**src/rtl/core_mem_bridge_pkg.sv**
```systemverilog
// Shared types and constants for the core-to-RAM wait-state bridge.
// Holds the FSM state encoding, MMIO decode bit and wait-counter width.
package core_mem_bridge_pkg;

    typedef enum logic [1:0] {
        IDLE    = 2'd0,
        RD_WAIT = 2'd1,
        ACK     = 2'd2
    } state_t;

    localparam int MMIO_SEL_BIT = 31;
    localparam int CNT_W        = 3;

endpackage

```
**src/rtl/core_mem_bridge_lat.sv**
```systemverilog
// Loadable down-counter timing RAM read latency; load wins over decrement.
// Counts down to zero and stops there; done flags the final wait cycle (value==1).
module core_mem_bridge_lat
    import core_mem_bridge_pkg::*;
(
    input  logic             clock,
    input  logic             rst_n,
    input  logic             load,
    input  logic [CNT_W-1:0] load_val,
    output logic [CNT_W-1:0] value,
    output logic             done
);

    always_ff @(posedge clock) begin
        if (!rst_n) begin
            value <= '0;
        end else if (load) begin
            value <= load_val;
        end else if (value != '0) begin
            value <= value - 1'b1;
        end
    end

    assign done = (value == CNT_W'(1));

endmodule

```
**src/rtl/core_mem_bridge.sv**
```systemverilog
// Stalls the core (core_ce=0) around each access to a fixed-latency sync RAM; reads ack RAM_LAT+1 after sampling, writes/MMIO after 1.
// Optional GPIO register in the MMIO window (core_a[31]=1) when BRIDGE_GPIO_EN is defined; otherwise MMIO is acked but inert.
module core_mem_bridge
    import core_mem_bridge_pkg::*;
#(
    parameter int ADDR_W  = 10,
    parameter int RAM_LAT = 2
) (
    input  logic              clock,
    input  logic              rst_n,
    input  logic [31:0]       core_a,
    input  logic [31:0]       core_o,
    input  logic              core_w,
    output logic [31:0]       core_i,
    output logic              core_ce,
    output logic [ADDR_W-1:0] ram_a,
    output logic [31:0]       ram_d,
    output logic              ram_we,
    input  logic [31:0]       ram_q,
    output logic [31:0]       gpio_out,
    input  logic [31:0]       gpio_in
);

    state_t           state_q;
    state_t           state_d;
    logic             is_mmio;
    logic             cnt_load;
    logic             cnt_done;
    logic [CNT_W-1:0] cnt_val;
    logic             ram_we_d;
    logic             ram_rd_done;
    logic             mmio_rd;
    logic             mmio_wr;
    logic [31:0]      mmio_rdata;

    // Upper RAM-window bits alias and the byte offset is meaningless for word accesses.
    logic unused_addr;
    assign unused_addr = ^{core_a[30:ADDR_W+2], core_a[1:0]};

    assign is_mmio = core_a[MMIO_SEL_BIT];
    assign core_ce = (state_q == ACK);

    core_mem_bridge_lat u_lat (
        .clock    (clock),
        .rst_n    (rst_n),
        .load     (cnt_load),
        .load_val (CNT_W'(RAM_LAT)),
        .value    (cnt_val),
        .done     (cnt_done)
    );

    always_comb begin
        state_d     = state_q;
        cnt_load    = 1'b0;
        ram_we_d    = 1'b0;
        ram_rd_done = 1'b0;
        mmio_rd     = 1'b0;
        mmio_wr     = 1'b0;
        case (state_q)
            IDLE: begin
                if (is_mmio) begin
                    mmio_wr = core_w;
                    mmio_rd = !core_w;
                    state_d = ACK;
                end else if (core_w) begin
                    ram_we_d = 1'b1;
                    state_d  = ACK;
                end else begin
                    cnt_load = 1'b1;
                    state_d  = RD_WAIT;
                end
            end
            RD_WAIT: begin
                if (cnt_done) begin
                    ram_rd_done = 1'b1;
                    state_d     = ACK;
                end
            end
            ACK:     state_d = IDLE;
            default: state_d = IDLE;
        endcase
    end

    // Address/data only follow the core while idle, so churn during a wait is ignored.
    always_ff @(posedge clock) begin
        if (!rst_n) begin
            state_q <= IDLE;
            core_i  <= '0;
            ram_we  <= 1'b0;
            ram_a   <= '0;
            ram_d   <= '0;
        end else begin
            state_q <= state_d;
            ram_we  <= ram_we_d;
            if (state_q == IDLE) begin
                ram_a <= core_a[ADDR_W+1:2];
                ram_d <= core_o;
            end
            if (ram_rd_done) begin
                core_i <= ram_q;
            end else if (mmio_rd) begin
                core_i <= mmio_rdata;
            end
        end
    end

`ifdef BRIDGE_GPIO_EN
    always_ff @(posedge clock) begin
        if (!rst_n) begin
            gpio_out <= '0;
        end else if (mmio_wr) begin
            gpio_out <= core_o;
        end
    end

    assign mmio_rdata = gpio_in;
`else
    // Without the GPIO block MMIO still acks so a stray access cannot hang the core.
    logic unused_gpio;
    assign unused_gpio = ^{gpio_in, mmio_wr};
    assign gpio_out    = '0;
    assign mmio_rdata  = '0;
`endif

endmodule
```
**config.mk**
```make
export PLATFORM = sky130hd
export DESIGN_NAME = core_mem_bridge
export DESIGN_NICKNAME = d
export VERILOG_FILES = /design/src/rtl/core_mem_bridge_pkg.sv /design/src/rtl/core_mem_bridge_lat.sv /design/src/rtl/core_mem_bridge.sv
export SDC_FILE = /design/constraint.sdc
export NUM_CORES = 1
export LEC_CHECK = 0
export CORE_MARGIN = 4
export CORE_UTILIZATION = 35
export DETAILED_ROUTE_END_ITERATION = 12
export GPL_TIMING_DRIVEN = 0
export PLACE_DENSITY = 0.8
export SYNTH_ARGS = -nofsm -noshare
export SYNTH_HDL_FRONTEND = slang
export SYNTH_SLANG_ARGS = --single-unit
export TNS_END_PERCENT = 30
```
**constraint.sdc**
```tcl
create_clock -name clock -period 2 [get_ports clock]
set_input_delay 0.6 -clock clock [delete_from_list [all_inputs] [get_ports clock]]
set_output_delay 0.6 -clock clock [all_outputs]
set_load 0.1 [all_outputs]
```
==> reports/results.tsv <==
metric	value	unit
total gr overflow	0	
total negative slack	0	ps
Hold Crit Endpoint	ram_d[25]$_SDFFE_PN0N_	
CP top delay family	buffers and inverters	
Final Slew Violations	0	
CP Max Fanout	2	
commonest non-fill, non-tap cell in the layout	nand2_1	
CP Capture Type	primary output	
Netlist cell types	28	
drt total wl	9720	um
Vias	3187	
RSZ-0062 raised after global routing	no	
initial antenna violation count	0	
Layout Area Growth over Synthesis	59.8	%
cell breakdown of the critical path	clkdlybuf4s15_2	
CTS tree	built	
power density cells	879	nW/um^2
share of post-route cells with drive strength above 1	0.264	
Hold Path Stages	2	
I/O pins	239	
drt first pass iters	4	
reg-to-reg endpoint	ram_a[3]$_SDFFE_PN0N_	
Core Area	9730	um^2
warnings from Yosys	0	
remaining antenna violation count	0	
LEAKAGE	2.41	nW
postcts setup bufs	0	
Mapped Cells	389	
Port Buffers	152	
critical hold path startpoint	ram_d[25]$_SDFFE_PN0N_	
DRC Markers	0	
Max-cap violations	0	
#FFs+latches synth	80	
Post-Syn Area	3490	um^2
TritonCTS buffer count	9	
Clock transition at path regs	80	ps
Buf/Inv on CP	1	
Data arrival, critical path	1280	ps
Die ar.	11600	um^2
first-pass GRT wire length	15200	um
Hold WS	467	ps
Final Hold Viols	0	
Max clock buf depth	2	
clk root buf	clkbuf_8	
count of final setup violators	0	
skew final	7.41	ps
Worst slew margin	0.612	
Die X	108	um
CP required	1400	ps
Nets	715	
vias in the first global route	3162	
worst slack, placed	-284	ps
# diodes	0	
reg2reg start	state_q[1]$_SDFFE_PN0P_	
CP startpoint kind	flop	
largest net degree at the start of global routing	14	
post-route setup slack	120	ps
syn_area_per_cell	8.98	um^2
CP max-delay cell	clkdlybuf4s15_2	
effective utilization at floorplan	0.359	
hold crit path type	reg2reg	
row count	36	
maximum vdd drop	0.446	mV
slowest stage delay, CP	570	ps
Initial DRC Count	98	
highest-count cells in the layout ignoring fill and taps	117 x nand2_1, 80 x dfxtp_1, 76 x clkdlybuf4s50_1, 74 x clkdlybuf4s15_2, 43 x a21boi_0	
routability cong.	0.698	
outcome	finished clean	
CTS Sinks	80	
GRT Total Usage	0.165	
CTS Hold Bufs	0	
Routed wire per std cell	13.5	um
final period utilization	0.940	
reg2reg path depth	4	
Crit path depth	1	
via/cell ratio	4.42	
post-synthesis sequential area ratio	0.458	
Power, Total	0.00491	W
Max Clk Rate	532	MHz
DPL Wire Length	7490	um
Clock Latency Late Sink	340	ps
die height	108	um
Worst R2R Setup Slack	340	ps
CP Class	reg2out	
measured slew at the worst slew-check pin	580	ps
fin crit period	1880	ps
H-tree Lvls	3	
final core utilization	0.574	
-- how the worst max path moves through the flow --
stage / from / endpoint / slack [ps]
detailed placement: state_q[1]$_SDFFE_PN0P_ / core_ce / -280
CTS: core_i[27]$_SDFFE_PN0P_ / core_i[27] / -150
global placement: state_q[1]$_SDFFE_PN0P_ / core_ce / -270
floorplan: state_q[1]$_SDFFE_PN0P_ / core_ce / 200
finish: core_i[11]$_SDFFE_PN0P_ / core_i[11] / 120
global route: core_i[12]$_SDFFE_PN0P_ / core_i[12] / 60
-- synthesized netlist by cell type, drive strengths merged --
master / instances / area [um^2]
nor4: 1 / 6.26
inv: 1 / 3.75
nor3: 2 / 10.0
xor2: 1 / 8.76
or2: 1 / 6.26
o21a: 2 / 15.0
o31ai: 1 / 7.51
o31a: 1 / 8.76
nand3b: 1 / 7.51
or4b: 1 / 10.0
nor2: 5 / 18.8
nand3: 32 / 260
a21oi: 1 / 5.00
a21boi: 43 / 323
buf: 44 / 337
nand2: 117 / 439
clkbuf: 17 / 63.8
nor2b: 1 / 6.26
mux2i: 32 / 320
o21ai: 1 / 5.00
nor3b: 2 / 15.0
ha: 1 / 12.5
dfxtp: 80 / 1600
conb: 1 / 3.75
-- final cells by class --
| class | count | area (um^2) |
|---|---|---|
| buffer | 61 | 400 |
| clock buffer | 12 | 145 |
| clock inverter | 4 | 53.8 |
| fill | 881 | 4140 |
| inverter | 1 | 3.75 |
| multi-input combinational | 278 | 1610 |
| sequential | 80 | 1600 |
| tap | 133 | 166 |
| timing repair buffer | 152 | 1610 |
-- power by group --
part	leakage [nW]	internal [W]	switching [W]	total, W
Clock	0.0928	0.000615	0.000585	0.00120
Combinational	1.66	0.000495	0.00141	0.00190
Sequential	0.655	0.00172	0.0000814	0.00180
-- worst register-to-register path, cell delays in order (launching register included) --
cell and delay (ps):
dfxtp_1 350, nor2_1 480, clkbuf_1 410, nand2_1 120, a21boi_0 220
-- per-layer routing --
layer | wire [um] | share of wire | up-vias | global-route usage
met1 | 3760 | 0.39 | 1444 | 0.184
met4 | 111 | 0.011 | 0 | 0.0532
met3 | 951 | 0.098 | 12 | 0.0630
met5 | 0 | 0 | - | 0
met2 | 4890 | 0.50 | 135 | 0.288
li1 | - | - | 1596 | -
-- stage by stage --
stage | std cells | area [um^2]
6_report | 721 | 5590
5_1_grt | 721 | 5590
4_1_cts | 721 | 5590
3_5_place_dp | 705 | 5300
3_3_place_gp | 705 | 5300
2_1_floorplan | 420 | 3610
-- cells by family (layout without fill, tap and decap cells) --
| kind of cell | count (synthesis) | in the layout | share of synthesized area |
|---|---|---|---|
| fa+ha+maj | 1 | 1 | 0.00358 |
| mux | 32 | 32 | 0.0917 |
| flops | 80 | 80 | 0.458 |
| xor+xnor | 1 | 1 | 0.00251 |
| simple gates | 163 | 163 | 0.223 |
| compound gates | 49 | 49 | 0.104 |
| other cells | 1 | 32 | 0.00107 |
| buf+inv | 62 | 230 | 0.116 |
-- state kept, by name, summed over array words and instances, names as in the netlist --
signal,count
ram_a,10
core_i,32
state_q,2
ram_we,1
u_lat.value,3
ram_d,32
-- what timing repair did --
item | 4_1_cts | 5_1_grt
cloned | 0 | 0
resized for setup | 229 | 2
setup endpoints to repair | 76 | 2
No activity file was read; power rests on OpenSTA's default activity.
